### config.mk
export PLATFORM = sky130hd
export DESIGN_NAME = pong_frame_driver
export DESIGN_NICKNAME = d
export VERILOG_FILES = /design/src/rtl/pong_pkg.sv /design/src/rtl/pong_tick_gen.sv /design/src/rtl/pong_frame_driver.sv
export SDC_FILE = /design/constraint.sdc
export NUM_CORES = 1
export LEC_CHECK = 0
export CELL_PAD_IN_SITES_DETAIL_PLACEMENT = 1
export CELL_PAD_IN_SITES_GLOBAL_PLACEMENT = 2
export CORE_MARGIN = 2
export CORE_UTILIZATION = 28
export DETAILED_ROUTE_END_ITERATION = 8
export GPL_ROUTABILITY_DRIVEN = 0
export PLACE_DENSITY_LB_ADDON = 0.1
export RECOVER_POWER = 50
export SYNTH_ARGS = -nofsm -noshare
export SYNTH_HDL_FRONTEND = slang
export SYNTH_SLANG_ARGS = --single-unit
### constraint.sdc
create_clock -name i_clk -period 2.4 [get_ports i_clk]
set_input_delay 0.48 -clock i_clk [delete_from_list [all_inputs] [get_ports i_clk]]
set_output_delay 0.48 -clock i_clk [all_outputs]
set_load 0.05 [all_outputs]
### src/rtl/pong_pkg.sv
// pong_pkg: shared widths, FSM encoding and play-field bounds helper for the Pong frame driver
package pong_pkg;
   localparam int PLAY_SIZE = 64;
   localparam int POS_W     = 8;
   localparam int VEL_W     = 4;
   localparam int SCORE_W   = 4;
   typedef enum logic [2:0] {IDLE, SERVE, PLAY, SCORED, GAME_OVER} fsm_t;
   function automatic logic out_of_bounds(input logic [POS_W-1:0] pos);
      return ($signed(pos) < -PLAY_SIZE) || ($signed(pos) > PLAY_SIZE - 1);
   endfunction
endpackage

### src/rtl/pong_tick_gen.sv
// pong_tick_gen: free-running frame counter producing a one-cycle frame tick
module pong_tick_gen #(
   parameter int FRAME_DIV = 1000000
) (
   input  logic i_clk,
   input  logic i_rst_n,
   output logic o_frame_tick
);
   localparam int CW = $clog2(FRAME_DIV);
   logic [CW-1:0] r_cnt;
   assign o_frame_tick = r_cnt == CW'(FRAME_DIV - 1);
   // count 0..FRAME_DIV-1 in every game state
   always_ff @(posedge i_clk or negedge i_rst_n)
      if (!i_rst_n) r_cnt <= '0;
      else r_cnt <= o_frame_tick ? '0 : r_cnt + 1'b1;
endmodule

### src/rtl/pong_frame_driver.sv
// pong_frame_driver: owns the Pong game state and sequences serve, play, scoring and game over
module pong_frame_driver
   import pong_pkg::*;
#(
   parameter int FRAME_DIV   = 1000000,
   parameter int SERVE_TICKS = 4,
   parameter int SERVE_VX    = 2,
   parameter int SERVE_VY    = 1,
   parameter int WIN_SCORE   = 9
) (
   input  logic         i_clk,
   input  logic         i_rst_n,
   input  logic         i_start,
   input  logic         i_pause,
   input  logic [1:0]   i_control_1,
   input  logic [1:0]   i_control_2,
   output logic [1:0]   o_cur_control_1,
   output logic [1:0]   o_cur_control_2,
   output logic [7:0]   o_cur_paddle_1_pos,
   output logic [7:0]   o_cur_paddle_2_pos,
   output logic [7:0]   o_cur_ball_pos_x,
   output logic [7:0]   o_cur_ball_pos_y,
   output logic [3:0]   o_cur_ball_vel_x,
   output logic [3:0]   o_cur_ball_vel_y,
   output logic [3:0]   o_cur_score_p1,
   output logic [3:0]   o_cur_score_p2,
   input  logic [7:0]   i_nxt_paddle_1_pos,
   input  logic [7:0]   i_nxt_paddle_2_pos,
   input  logic [7:0]   i_nxt_ball_pos_x,
   input  logic [7:0]   i_nxt_ball_pos_y,
   input  logic [3:0]   i_nxt_score_p1,
   input  logic [3:0]   i_nxt_score_p2,
   input  logic         i_nxt_bounce,
   output logic         o_frame_tick,
   output logic         o_game_over,
   output logic         o_winner,
   output logic [7:0]   o_bounce_count
);
   localparam int SW = $clog2(SERVE_TICKS + 1);
   fsm_t               r_state;
   logic [SW-1:0]      r_serve_cnt;
   logic               r_serve_dir;
   logic [1:0]         r_ctl_1, r_ctl_2;
   logic [POS_W-1:0]   r_pad_1, r_pad_2, r_bx, r_by;
   logic [VEL_W-1:0]   r_vx, r_vy;
   logic [SCORE_W-1:0] r_s1, r_s2;
   logic               r_winner;
   logic [7:0]         r_bounce;
   logic               w_tick, w_go;
   logic [VEL_W-1:0]   w_serve_vx, w_serve_vy;

   pong_tick_gen #(.FRAME_DIV(FRAME_DIV)) u_tick (
      .i_clk        (i_clk),
      .i_rst_n      (i_rst_n),
      .o_frame_tick (w_tick)
   );

   assign w_go       = w_tick & ~i_pause;
   assign w_serve_vx = r_serve_dir ? VEL_W'(SERVE_VX) : -VEL_W'(SERVE_VX);
   assign w_serve_vy = VEL_W'(SERVE_VY);

   assign o_cur_control_1    = r_ctl_1;
   assign o_cur_control_2    = r_ctl_2;
   assign o_cur_paddle_1_pos = r_pad_1;
   assign o_cur_paddle_2_pos = r_pad_2;
   assign o_cur_ball_pos_x   = r_bx;
   assign o_cur_ball_pos_y   = r_by;
   assign o_cur_ball_vel_x   = r_vx;
   assign o_cur_ball_vel_y   = r_vy;
   assign o_cur_score_p1     = r_s1;
   assign o_cur_score_p2     = r_s2;
   assign o_frame_tick       = w_tick;
   assign o_game_over        = r_state == GAME_OVER;
   assign o_winner           = r_winner;
   assign o_bounce_count     = r_bounce;

   // game FSM and frame-captured state; entering SERVE always recentres the ball with serve velocity
   always_ff @(posedge i_clk or negedge i_rst_n)
      if (!i_rst_n) begin
         r_state     <= IDLE;
         r_serve_cnt <= '0;
         r_serve_dir <= 1'b0;
         r_ctl_1     <= '0;
         r_ctl_2     <= '0;
         r_pad_1     <= '0;
         r_pad_2     <= '0;
         r_bx        <= '0;
         r_by        <= '0;
         r_vx        <= '0;
         r_vy        <= '0;
         r_s1        <= '0;
         r_s2        <= '0;
         r_winner    <= 1'b0;
         r_bounce    <= '0;
      end else begin
         case (r_state)
            IDLE: if (i_start) begin
               r_state     <= SERVE;
               r_serve_cnt <= '0;
               r_bx        <= '0;
               r_by        <= '0;
               r_vx        <= w_serve_vx;
               r_vy        <= w_serve_vy;
            end
            SERVE: if (w_go) begin
               r_serve_cnt <= r_serve_cnt + 1'b1;
               r_pad_1     <= i_nxt_paddle_1_pos;
               r_pad_2     <= i_nxt_paddle_2_pos;
               r_ctl_1     <= i_control_1;
               r_ctl_2     <= i_control_2;
               if (r_serve_cnt == SW'(SERVE_TICKS - 1)) r_state <= PLAY;
            end
            PLAY: if (w_go) begin
               r_pad_1  <= i_nxt_paddle_1_pos;
               r_pad_2  <= i_nxt_paddle_2_pos;
               r_ctl_1  <= i_control_1;
               r_ctl_2  <= i_control_2;
               r_bx     <= i_nxt_ball_pos_x;
               r_by     <= i_nxt_ball_pos_y;
               r_s1     <= i_nxt_score_p1;
               r_s2     <= i_nxt_score_p2;
               r_vx     <= out_of_bounds(r_bx) ? -r_vx : r_vx;
               r_vy     <= out_of_bounds(r_by) ? -r_vy : r_vy;
               r_bounce <= r_bounce + 8'(i_nxt_bounce);
               if (i_nxt_score_p1 != r_s1) begin
                  r_serve_dir <= 1'b1;
                  r_state     <= SCORED;
               end else if (i_nxt_score_p2 != r_s2) begin
                  r_serve_dir <= 1'b0;
                  r_state     <= SCORED;
               end
            end
            SCORED: if (r_s1 >= SCORE_W'(WIN_SCORE)) begin
               r_state  <= GAME_OVER;
               r_winner <= 1'b0;
            end else if (r_s2 >= SCORE_W'(WIN_SCORE)) begin
               r_state  <= GAME_OVER;
               r_winner <= 1'b1;
            end else begin
               r_state     <= SERVE;
               r_serve_cnt <= '0;
               r_bx        <= '0;
               r_by        <= '0;
               r_vx        <= w_serve_vx;
               r_vy        <= w_serve_vy;
            end
            GAME_OVER: if (i_start) begin
               r_state     <= SERVE;
               r_serve_cnt <= '0;
               r_s1        <= '0;
               r_s2        <= '0;
               r_bounce    <= '0;
               r_bx        <= '0;
               r_by        <= '0;
               r_vx        <= w_serve_vx;
               r_vy        <= w_serve_vy;
            end
            default: r_state <= IDLE;
         endcase
      end
endmodule

=== Word level (Yosys, flattened, before mapping) ===
Index checks and enable logic that the tools add are counted.
Widths: inputs -> output; s select.

* Output and inout bits: 63
* Logic and storage cells: 112
* Bits of input ports: 49
* Flip-flop bits (word level): 88

* Magnitude comparators: 6
* Add/subtract/negate cells: 5
* Muxes and demuxes: 46
* Reduce and logical (&&, ||, !) cells: 19
* Bitwise gates (word level): 2
* Equality and inequality tests: 18

{| class="wikitable"
|+ Operator list
! cell !! count
|-
| $mux 4 || 14
|-
| $mux 8 || 6
|-
| $pmux 8 s3 || 2
|-
| $mux 3 || 12
|-
| $pmux 4 s3 || 2
|-
| $add 20x1->20 const B || 1
|-
| $eq 20x20->1 const B || 1
|-
| $mux 20 || 1
|-
| $gt 8x7->1 const B || 2
|-
| $lt 8x7->1 const B || 2
|-
| $ne 2x2->1 const B || 8
|-
| $pmux 4 s2 || 2
|-
| $pmux 8 s2 || 1
|-
| $reduce_and 5->1 || 3
|-
| $pmux 3 s4 || 1
|-
| $reduce_and 6->1 || 2
|-
| $eq 3x2->1 const B || 3
|-
| $pmux 3 s3 || 1
|-
| $add 8x1->8 || 1
|-
| $ge 4x4->1 const B || 2
|-
| $ne 4x4->1 || 2
|-
| $neg 4->4 || 2
|-
| $reduce_and 3->1 || 2
|-
| $reduce_bool 2->1 || 3
|-
| other kinds (13) || 20
|}

=== Logic depth before layout (Yosys ltp) ===
Gate-level depths: netlist of the first run.

* Word-level depth: 5
* Gate-level depth with buffers: 7
* Mapped depth without buffers: 6

=== By module ===
From an unflattened synthesis of the first run, not the netlist that was laid out.

* Cells, all modules: 383
* Area total of the unflattened synthesis: 4195.3 µm²

{| class="wikitable"
|+ By module, submodules not included
! module !! cells each !! area each (µm²) !! instances !! seq. area each (µm²)
|-
| pong_frame_driver || 284 || 3139.3 || 1 || 1676.6
|-
| pong_tick_gen || 99 || 1056.0 || 1 || 500.5
|}

=== Worst setup path after synthesis of the first run ===
OpenSTA, ideal clock, no wires.

* Path kind: register to output
* From: register u_tick.r_cnt[11]
* To: output port o_frame_tick
* Data required time: 1.920 ns
* Path buffers: 1
* Stages on the path, launching flop included: 5
* Arrival time: 2.109 ns
* Path slack: -0.189 ns
* Cell sequence: dfrtp_1 > or4_4 > nor4_4 > nor2b_1 > buf_1

* Longest elaborated chain between the ends: 1

{| class="wikitable"
|+ RTL lines
! item !! line !! text
|-
| from (decl) || pong_tick_gen.sv:10 || <nowiki>logic [CW-1:0] r_cnt;</nowiki>
|-
| from (signal assigned) || pong_tick_gen.sv:15 || <nowiki>else r_cnt <= o_frame_tick ? '0 : r_cnt + 1'b1;</nowiki>
|-
| $eq 20x20->1 || pong_tick_gen.sv:11 || <nowiki>assign o_frame_tick = r_cnt == CW'(FRAME_DIV - 1);</nowiki>
|-
| to (decl) || pong_frame_driver.sv:34 || <nowiki>output logic o_frame_tick,</nowiki>
|}

Every way passes these cells.

=== Final worst setup path of the first run ===
* From: register u_tick.r_cnt[12]
* To: output port o_frame_tick

The elaborated chain is that of the path after synthesis.

==> results of run 1 <==
## cell families after synthesis
logic type | count (synthesis)
AOI/OAI and AO/OA | 48
and+or+nand+nor | 134
buffers and inverters | 52
DFF | 87
muxes | 39
xor gates and xnor gates | 29
other | 1
adders and majority gates | 7
## cell usage after synthesis, types with 2 or more instances
master    count  area share, %
nand2b_1      2           0.30
buf_1         3           0.27
a21oi_1      12            1.4
buf_2         2           0.24
nor4_4        2            1.0
o31ai_1      13            2.3
xnor2_1      12            2.5
nand3b_1      2           0.36
xor2_1       17            3.6
inv_1        38            3.4
nand4_1       9            1.3
ha_1          7            2.1
a21o_1        3           0.54
nor4_1        3           0.45
mux2i_1      17            4.1
or4_1         2           0.36
and4_1        2           0.42
a22o_1        3           0.63
nand2_1      40            3.6
o21ai_0       8           0.96
nor2_1       22            2.0
and2_1        2           0.30
nand3_1      24            2.9
nor3_1        7           0.84
dfrtp_1      87             52
nor2b_1       4           0.60
and3_1        5           0.75
mux2_2       22            5.9
clkbuf_1      7           0.63
or3_1         3           0.45
o211ai_1      2           0.36
## placed cells by master (no fill, tap or decap), types with 8 or more instances in the layout
cell             Yosys  final
clkbuf_16            0      9
buf_4                1     25
nand3_1             24     24
inv_1               38     38
mux2_2              22     22
nand4_1              9      9
clkdlybuf4s50_1      0    107
nand2_1             40     40
xor2_1              17     17
mux2i_1             17     17
nor2_1              22     22
a21oi_1             12     11
dfrtp_1             87     86
o21ai_0              8      8
o31ai_1             13     13
xnor2_1             12     12
## final timing paths
path,from,slack (ns),to,cells after the start
hold reg to reg,o_winner,0.50,o_winner,1
setup reg to reg,u_tick.r_cnt[12],0.14,o_cur_ball_vel_x[2],7
hold / removal,o_winner,0.50,o_winner,1
max in group asynchronous,i_rst_n,0.43,o_cur_ball_vel_y[2],2
min in group asynchronous,i_rst_n,0.55,o_cur_score_p2[3],1
setup / recovery,u_tick.r_cnt[12],-0.06,o_frame_tick,5
## report_power, final
part / switching, W / total (W) / internal [W] / leakage, nW
registers: 0 / 0.00147 / 0.00147 / 1.09
logic: 0.0000602 / 0.000139 / 0.0000793 / 1.61
clock network: 0.000608 / 0.00151 / 0.000905 / 0.155
total: 0.000668 / 0.00312 / 0.00245 / 2.86
## final cells by class
cell class                 instances  share of cell area (%)
sequential                        87                    36.0
multi-input combinational        258                    29.9
timing repair buffer             142                    22.7
tap                              184                    3.81
clock buffer                       9                    3.72
inverter                          38                    2.36
clock inverter                     7                    1.45
## flip-flops by register name, indices dropped and copies added, names as in the netlist
register / flops
o_cur_score_p1: 4
o_cur_ball_vel_y: 4
r_state: 3
o_cur_control_1: 2
r_serve_cnt: 3
o_winner: 1
o_bounce_count: 8
o_cur_paddle_1_pos: 8
o_cur_ball_pos_y: 8
o_cur_score_p2: 4
u_tick.r_cnt: 20
o_cur_ball_vel_x: 3
o_cur_ball_pos_x: 8
o_cur_paddle_2_pos: 8
o_cur_control_2: 2
r_serve_dir: 1
## per-stage QoR
| step | TNS, ns | worst slack (ns) | hold slack, ns | instances |
|---|---|---|---|---|
| 6_report | -0.0602 | -0.0602 | 0.501 | 725 |
| 3_3_place_gp | 0 | 0.0323 | 0.445 | 703 |
| 5_1_grt | -0.158 | -0.158 | 0.512 | 725 |
| 3_5_place_dp | 0 | 0.0563 | 0.450 | 703 |
| 2_1_floorplan | 0 | 0.117 | 0.184 | 397 |
| 4_1_cts | -0.118 | -0.118 | 0.0659 | 722 |
## repair_timing
action	in CTS	in global routing
endpoints found under the setup margin	1	1
gates resized for setup	0	4
buffers inserted	3	3
pin swaps	2	2
## worst max-delay path: stages, from the launching register on
cell	delay, ns
dfrtp_2	0.44
or4_4	0.51
nor4_4	0.26
nor2b_4	0.20
buf_6	0.11
buf_12	0.12
## metal layers
metal  vias up  routed length, um  track usage, %
met2        68               5410            23.9
met1      1658               5180            19.3
met5         -                  0               0
met3        12                470            3.31
li1       1639                  -               -
met4         0                198            6.01
==> impl_metrics.env, run 1 <==
export IMPL_cell_at_the_root_of_the_clock_tree="clkbuf_16"
export IMPL_initialDrtViolationCount=137
export IMPL_number_of_buffers_created_by_cts=9
export IMPL_worstHoldPathType="flop to flop"
export IMPL_cts_htree_levels=3
export IMPL_max_cap_viols=1
export IMPL_mappedNetlistNets=453
export IMPL_clockBufferDepth=2
export IMPL_antenna_cells_inserted=0
export IMPL_synth_simple_gate_area_share_pct=16.8
export IMPL_cp_arrival_ns=1.98
export IMPL_synth_area_per_cell_sq_um=10.5
export IMPL_grt_remaining_overflow=0
export IMPL_all_layer_gr_usage_pct=14.8
export IMPL_ys_seq_elements=87
export IMPL_ir_drop_v=0.000350
export IMPL_fmax_ghz=0.406
export IMPL_postSynth_asyncResetShare_pct=100
export IMPL_totalPowerFinal_w=0.00312
export IMPL_portBuffers=110
export IMPL_finalInstanceArea_sq_um=6050
export IMPL_fraction_of_layout_cells_with_a_size_suffix_above_1_pct=14.8
export IMPL_critPathLaunchType="flop"
export IMPL_clk_transition_reported_paths_ns=0.06
export IMPL_fp_row_count=44
export IMPL_critical_path_endpoint_type="primary output"
export IMPL_slew_limit_headroom_pct=-12.5
export IMPL_boundaryPins=112
export IMPL_final_hold_viol_count=0
export IMPL_finClkSkew_ns=0.00826
export IMPL_finalNetCount=592
export IMPL_grt_antenna_before_repair=0
export IMPL_worstSetupPathType="flop to primary output"
export IMPL_post_drt_wl_per_cell_um=15.5
export IMPL_layout_filler_cells=1622
export IMPL_pin_slew_with_the_least_headroom_to_its_limit_ns=1.69
export IMPL_floorplan_die_width_um=126
export IMPL_drt_pre_antenna_iters=4
export IMPL_drt_drc_violations_left=0
export IMPL_die_y_um=126
export IMPL_clock_latency_ns=0.35
export IMPL_synth_xor_area_share_pct=6.07
export IMPL_flow_area_growth_from_synthesis_pct=44.5
export IMPL_post_synth_fa_ha_maj_area_fraction_pct=2.09
export IMPL_multi_input_gate_area_in_the_final_layout_sq_um=1810
export IMPL_drt_vias_per_instance=4.66
export IMPL_status="finished with violations"
export IMPL_unrepaired_setup_endpoints_after_global_routing="yes"
export IMPL_setup_viol_count_final=1
export IMPL_power_static_leakage_nw=2.86
export IMPL_layout_area_seq_sq_um=2180
export IMPL_ant_nets=0
export IMPL_layout_worst_path_cycle_share_pct=103
export IMPL_clock_sink_count=87
export IMPL_holdBufCountCts=0
export IMPL_post_route_min_period_ns=2.46
export IMPL_synth_compound_area_share_pct=7.92
export IMPL_wl_mm=11.3
export IMPL_detailed_place_area_sq_um=5700
export IMPL_largest_family_of_logic_cells_by_synthesized_area="simple AND/OR/NAND/NOR gates"
export IMPL_power_per_cell_area_nw_per_um2=516
export IMPL_post_synth_num_cell_types=46
export IMPL_initial_utilization_pct=28.7
export IMPL_floorplan_core_area_sq_um=14600
export IMPL_cp_required_ns=1.92
export IMPL_worstPathMaxFanout=5
export IMPL_failed_checks="capacitance limit, slew limit, setup timing"
export IMPL_ys_seq_area_share_pct=52.0
export IMPL_dpl_hpwl_mm=8.22
export IMPL_grt_max_degree=36
export IMPL_final_max_slew_violation_count=30
export IMPL_global_route_wire_length_before_repair_mm=18.8
export IMPL_synth_flop_cell="dfrtp_1"
export IMPL_synth_edff_count=0
export IMPL_synth_warnings=0
export IMPL_cts_tree="built"
export IMPL_final_setup_worst_slack_ns=-0.0602
export IMPL_num_vias=3377
export IMPL_final_core_util_pct=41.5
export IMPL_netlist_area_sq_um=4190
export IMPL_yosys_mux_area_fraction_pct=9.99
export IMPL_first_global_vias=3554
export IMPL_die_footprint_sq_um=15900
export IMPL_synth_cells=397
(Power assumes the default switching activity.)
==> run 2: changes to the inputs <==
--- a/config.mk
+++ b/config.mk
@@ -8,7 +8,7 @@
 export CELL_PAD_IN_SITES_DETAIL_PLACEMENT = 1
 export CELL_PAD_IN_SITES_GLOBAL_PLACEMENT = 2
 export CORE_MARGIN = 2
-export CORE_UTILIZATION = 28
+export CORE_UTILIZATION = 30
 export DETAILED_ROUTE_END_ITERATION = 8
 export GPL_ROUTABILITY_DRIVEN = 0
 export PLACE_DENSITY_LB_ADDON = 0.1
==> run 2 against run 1 <==
The flow finishes with violations (setup timing); clock power decreased by 5%; final area is 1.5% lower; register-to-register slack lost 0.02 ns.
==> impl_metrics.env, run 2 (synthesis gave the netlist of run 1 again) <==
export IMPL_global_route_wire_length_before_repair_mm=18.1
export IMPL_cp_required_ns=1.92
export IMPL_unrepaired_setup_endpoints_after_global_routing="yes"
export IMPL_crit_slowest_cell="or4_4"
export IMPL_ant_nets=0
export IMPL_final_setup_worst_slack_ns=-0.000757
export IMPL_share_clk_of_total_power_pct=47.4
export IMPL_largest_register="u_tick.r_cnt"
export IMPL_setup_worst_path_start="u_tick.r_cnt[11]"
export IMPL_final_hold_viol_count=0
export IMPL_number_of_buffers_created_by_cts=9
export IMPL_die_footprint_sq_um=14900
export IMPL_cts_tree="built"
export IMPL_power_per_cell_area_nw_per_um2=511
export IMPL_power_switching_w=0.000662
export IMPL_post_route_min_period_ns=2.40
export IMPL_worstPathMaxFanout=3
export IMPL_fp_row_count=43
export IMPL_most_common_layout_cells="103 x clkdlybuf4s50_1, 87 x dfrtp_1, 40 x nand2_1"
export IMPL_drt_drc_violations_left=0
export IMPL_grt_remaining_overflow=0
export IMPL_failed_checks="setup timing"
export IMPL_drt_vias_per_instance=4.70
export IMPL_detailed_place_area_sq_um=5640
export IMPL_worstSetupPathType="flop to primary output"
export IMPL_floorplan_die_width_um=122
export IMPL_initialDrtViolationCount=114
export IMPL_num_vias=3352
export IMPL_cts_htree_levels=3
export IMPL_mostFrequentLayoutCell="clkdlybuf4s50_1"
export IMPL_boundaryPins=112
export IMPL_critPathLaunchType="flop"
export IMPL_cell_at_the_root_of_the_clock_tree="clkbuf_16"
export IMPL_cp_slowest_stage_delay_ns=0.55
export IMPL_fraction_of_layout_cells_with_a_size_suffix_above_1_pct=13.1
export IMPL_floorplan_core_area_sq_um=13800
export IMPL_status="finished with violations"
export IMPL_grt_antenna_before_repair=0
export IMPL_cell_internal_pwr_w=0.00238
export IMPL_layout_worst_path_cycle_share_pct=100
export IMPL_largest_register_ffs=20
export IMPL_critical_path_n_buffers_inverters=1
export IMPL_rr_startpoint="u_tick.r_cnt[8]"
export IMPL_ir_drop_v=0.000259
export IMPL_initial_utilization_pct=30.4
export IMPL_post_drt_wl_per_cell_um=15.3
export IMPL_clockBufferDepth=2
export IMPL_portBuffers=110
export IMPL_die_y_um=122
export IMPL_power_share_combinational_pct=4.4
export IMPL_pwr_share_seq_pct=48.2
export IMPL_dpl_hpwl_mm=8.10
export IMPL_flow_area_growth_from_synthesis_pct=42.3
export IMPL_clock_sink_count=87
export IMPL_worstHoldPathType="input pin to async pin"
export IMPL_finalInstanceArea_sq_um=5960
export IMPL_pin_slew_with_the_least_headroom_to_its_limit_ns=0.972
export IMPL_placedCellCount=693
export IMPL_final_max_slew_violation_count=0
export IMPL_critical_path_endpoint_type="primary output"
export IMPL_clk_transition_reported_paths_ns=0.07
export IMPL_all_layer_gr_usage_pct=15.6
export IMPL_antenna_cells_inserted=0
export IMPL_timing_critical_path_max_delay_family="simple AND/OR/NAND/NOR gates"
export IMPL_power_switching_share_pct=21.8
export IMPL_slew_limit_headroom_pct=35.2
export IMPL_drt_pre_antenna_iters=4
export IMPL_worst_slack_at_placement_ns=0.149
export IMPL_wl_mm=10.9
export IMPL_cp_arrival_ns=1.92
export IMPL_first_global_vias=3591
export IMPL_clock_latency_ns=0.34
export IMPL_fmax_ghz=0.417
export IMPL_setup_viol_count_final=1
export IMPL_crit_chain="or4_4 > nor4_4 > nor2b_4 > buf_12"
export IMPL_max_cap_viols=0
export IMPL_finClkSkew_ns=0.00882
export IMPL_grt_max_degree=40
export IMPL_finish_cell_count_without_fillers=713
export IMPL_finalNetCount=584
export IMPL_power_static_leakage_nw=2.81
-- run 2: cell count changes in the layout (fill, tap and decap cells not counted), moves of 2 or more --
| cell | change |
|---|---|
| and2_0 | +2 |
| clkinv_2 | -3 |
| buf_4 | -6 |
| and2_1 | -2 |
| dlygate4sd3_1 | +4 |
| clkdlybuf4s50_1 | -4 |
-- run 2: repair_timing --
item | CTS | global route
pin swaps | 2 | 2
cloned | 0 | 0
setup buffers | 5 | 0
hold buffers | 0 | 0
endpoints found under the hold margin | 0 | 0
setup endpoints to repair | 1 | 1
resized for setup | 2 | 0
-- run 2: worst paths after layout --
kind                                               to  slack, ns  depth (start not counted)
max in group asynchronous         o_cur_ball_vel_y[2]       0.64                          2
worst max register to register  o_cur_paddle_2_pos[1]       0.12                          7
worst min-delay path                o_cur_score_p2[3]       0.27                          1
worst min register to register               o_winner       0.50                          1
worst max-delay path                     o_frame_tick    -0.0008                          4
min in group i_clk                           o_winner       0.50                          1
-- run 2: cell type report --
cell class                      instances  area [sq um]
Clock buffer                           10           239
Tap cell                              180           225
Timing Repair Buffer                  134          1290
Clock inverter                          6          67.6
Multi-Input combinational cell        258          1810
Fill cell                            1556          7820
Sequential cell                        87          2180
Inverter                               38           143
-- run 2: layer usage --
layer	routed length [um]	GRT usage, %	part of all wire [%]
met1	4900	20.2	45
met2	5330	25.5	49
met3	521	3.14	4.8
met4	169	6.25	1.5
met5	0	0	0
-- run 2: worst register-to-register path, stage by stage, from the launching register on --
cell and delay [ns]:
dfrtp_1 0.38, or4b_4 0.56, buf_4 0.16, nor4_4 0.20
and2_0 0.26, nand2_1 0.09, buf_4 0.22, mux2_2 0.30
-- run 2: through the flow --
stage | TNS (ns) | hold WS [ns] | util [%] | power, W
floorplan | 0 | 0.184 | - | 0.00151
global placement | 0 | 0.482 | 41.0 | 0.00164
detailed placement | 0 | 0.486 | 41.0 | 0.00164
CTS | -0.0481 | 0.116 | 43.5 | 0.00311
global route | -0.0935 | 0.347 | 43.3 | 0.00318
finish | -0.000757 | 0.271 | 43.3 | 0.00304
-- run 2: power groups by stage --
stage / combinational (W) / sequential, W / clock (W)
floorplan: 0.0000198 / 0.00149 / 0
global placement: 0.000143 / 0.00149 / 0
CTS: 0.000145 / 0.00147 / 0.00150
detailed placement: 0.000143 / 0.00149 / 0
global route: 0.000151 / 0.00146 / 0.00156
finish: 0.000135 / 0.00147 / 0.00144
==> run 3: changes to the inputs <==
--- a/config.mk
+++ b/config.mk
@@ -11,8 +11,10 @@
 export CORE_UTILIZATION = 30
 export DETAILED_ROUTE_END_ITERATION = 8
 export GPL_ROUTABILITY_DRIVEN = 0
-export PLACE_DENSITY_LB_ADDON = 0.1
+export GPL_TIMING_DRIVEN = 0
+export PLACE_DENSITY = 0.8
 export RECOVER_POWER = 50
+export SKIP_LAST_GASP = 1
 export SYNTH_ARGS = -nofsm -noshare
 export SYNTH_HDL_FRONTEND = slang
 export SYNTH_SLANG_ARGS = --single-unit
==> run 3 against run 2 <==
The run ends with capacitance limit, slew limit, setup timing left; wire length is 2.9% higher; non-clock buffer count is 2 higher; first-iteration DRC count is 5.3% higher; total power is 0.76% lower; sequential share of layout area hardly changed; highest routed layer unchanged.
==> impl_metrics.env, run 3 (synthesis gave the netlist of run 1 again) <==
export IMPL_cp_required_ns=1.92
export IMPL_layout_filler_cells=1560
export IMPL_critPathLaunchType="flop"
export IMPL_final_hold_viol_count=0
export IMPL_unrepaired_setup_endpoints_after_global_routing="yes"
export IMPL_mostFrequentLayoutCell="clkdlybuf4s50_1"
export IMPL_final_core_util_pct=43.3
export IMPL_antenna_cells_inserted=0
export IMPL_drt_pre_antenna_iters=4
export IMPL_cp_arrival_ns=2.01
export IMPL_clockBufferDepth=2
export IMPL_largest_register="u_tick.r_cnt"
export IMPL_ir_drop_v=0.000294
export IMPL_layout_worst_path_cycle_share_pct=104
export IMPL_floorplan_core_area_sq_um=13800
export IMPL_grt_max_degree=56
export IMPL_pin_slew_with_the_least_headroom_to_its_limit_ns=1.86
export IMPL_global_route_wire_length_before_repair_mm=18.3
export IMPL_crit_slowest_cell="or4b_4"
export IMPL_totalPowerFinal_w=0.00302
export IMPL_die_footprint_sq_um=14900
export IMPL_finalNetCount=586
export IMPL_fp_row_count=43
export IMPL_setup_viol_count_final=1
export IMPL_all_layer_gr_usage_pct=15.6
export IMPL_wl_mm=11.2
export IMPL_power_static_leakage_nw=2.79
export IMPL_cts_htree_levels=3
export IMPL_grt_remaining_overflow=0
export IMPL_flow_area_growth_from_synthesis_pct=42.4
export IMPL_max_cap_viols=1
export IMPL_crit_chain="or4b_4 > nor4_4 > nor2b_4 > buf_6 > buf_8"
export IMPL_portBuffers=110
export IMPL_first_global_vias=3692
export IMPL_failed_checks="capacitance limit, slew limit, setup timing"
export IMPL_critical_path_endpoint_type="primary output"
export IMPL_fmax_ghz=0.402
export IMPL_clock_sink_count=87
export IMPL_clk_transition_reported_paths_ns=0.06
export IMPL_initial_utilization_pct=30.4
export IMPL_largest_register_ffs=20
export IMPL_die_y_um=122
export IMPL_worst_hold_slack_ns=0.503
export IMPL_slew_limit_headroom_pct=-23.9
export IMPL_boundaryPins=112
export IMPL_pwr_share_seq_pct=48.6
export IMPL_ant_nets=0
export IMPL_post_drt_wl_per_cell_um=15.7
export IMPL_share_clk_of_total_power_pct=46.9
export IMPL_floorplan_die_width_um=122
export IMPL_cp_slowest_stage_delay_ns=0.56
export IMPL_initialDrtViolationCount=120
export IMPL_fraction_of_layout_cells_with_a_size_suffix_above_1_pct=12.9
export IMPL_cell_internal_pwr_w=0.00240
export IMPL_holdBufCountCts=0
export IMPL_power_switching_w=0.000620
export IMPL_drt_drc_violations_left=0
export IMPL_dpl_hpwl_mm=8.12
export IMPL_most_common_layout_cells="107 x clkdlybuf4s50_1, 87 x dfrtp_1, 39 x nand2_1"
export IMPL_finish_cell_count_without_fillers=714
export IMPL_finClkSkew_ns=0.00660
export IMPL_power_per_cell_area_nw_per_um2=507
export IMPL_grt_antenna_before_repair=0
export IMPL_number_of_buffers_created_by_cts=9
export IMPL_clock_latency_ns=0.34
export IMPL_cts_tree="built"
export IMPL_worstHoldPathType="flop to flop"
export IMPL_totalNegativeSetupSlack_ns=-0.0898
export IMPL_drt_vias_per_instance=4.81
export IMPL_final_max_slew_violation_count=34
export IMPL_power_share_combinational_pct=4.5
export IMPL_placedCellCount=688
export IMPL_post_route_min_period_ns=2.49
export IMPL_power_switching_share_pct=20.5
export IMPL_status="finished with violations"
export IMPL_worstPathMaxFanout=2
export IMPL_final_setup_worst_slack_ns=-0.0898
export IMPL_num_vias=3434
export IMPL_cell_at_the_root_of_the_clock_tree="clkbuf_16"
export IMPL_worstSetupPathType="flop to primary output"
-- run 3: worst max-delay path, delay by kind of cell (launching register included) --
kind / cells / cell delay, ns
AND/OR/NAND/NOR: 3 / 1.03
flip-flops: 1 / 0.39
buffers and inverters: 2 / 0.25
-- run 3: layer usage --
metal | part of all wire [%] | track usage, % | wire length (um) | vias up
li1 | - | - | - | 1628
met1 | 43 | 19.4 | 4850 | 1727
met2 | 51 | 26.9 | 5700 | 66
met3 | 4.3 | 2.86 | 478 | 13
met4 | 1.8 | 6.18 | 207 | 0
met5 | 0 | 0 | 0 | -
-- run 3: power by group through the flow --
stage                     Clock (W)  Combinational, W  Sequential (W)
after floorplan                   0         0.0000198         0.00149
after global placement            0          0.000135         0.00149
after detailed placement          0          0.000143         0.00149
after CTS                   0.00147          0.000144         0.00147
after global routing        0.00152          0.000151         0.00147
final                       0.00142          0.000136         0.00147
-- run 3: timing repair --
item                                   CTS  global route
setup buffers                            7             3
endpoints found under the hold margin    0             0
pin swaps                                4             2
setup endpoints to repair               26            34
gates cloned                             0             1
gates resized for setup                 22            16
-- run 3: path summary, 6_finish.rpt --
path                                  startpoint                     to  cells past startpoint  slack [ns]
max reg2reg                      u_tick.r_cnt[8]  o_cur_paddle_1_pos[0]                      7        0.08
min                        o_cur_paddle_2_pos[6]  o_cur_paddle_2_pos[6]                      1        0.50
min reg2reg                o_cur_paddle_2_pos[6]  o_cur_paddle_2_pos[6]                      1        0.50
max                              u_tick.r_cnt[8]           o_frame_tick                      5       -0.09
max in group asynchronous                i_rst_n            r_serve_dir                      2        0.44
min in group asynchronous                i_rst_n  o_cur_paddle_2_pos[4]                      1        0.64
-- run 3: per-stage QoR --
stage                     cell area [sq um]  worst slack [ns]
final                                  5960           -0.0898
after floorplan                        4190             0.117
after detailed placement               5540            -0.841
after CTS                              5920           -0.0972
after global placement                 5510             -2.46
after global routing                   5960            -0.181
-- run 3: cell type report --
cell class	count	area (sq um)	share of cell area, %
clock buffers	12	256	4.30
multi-input cells	258	1830	30.7
clock inverters	3	42.5	0.714
repair buffers	122	1190	20.0
plain buffers	14	92.6	1.55
well taps	180	225	3.78
inverters	38	143	2.39
flip-flops and latches	87	2180	36.5
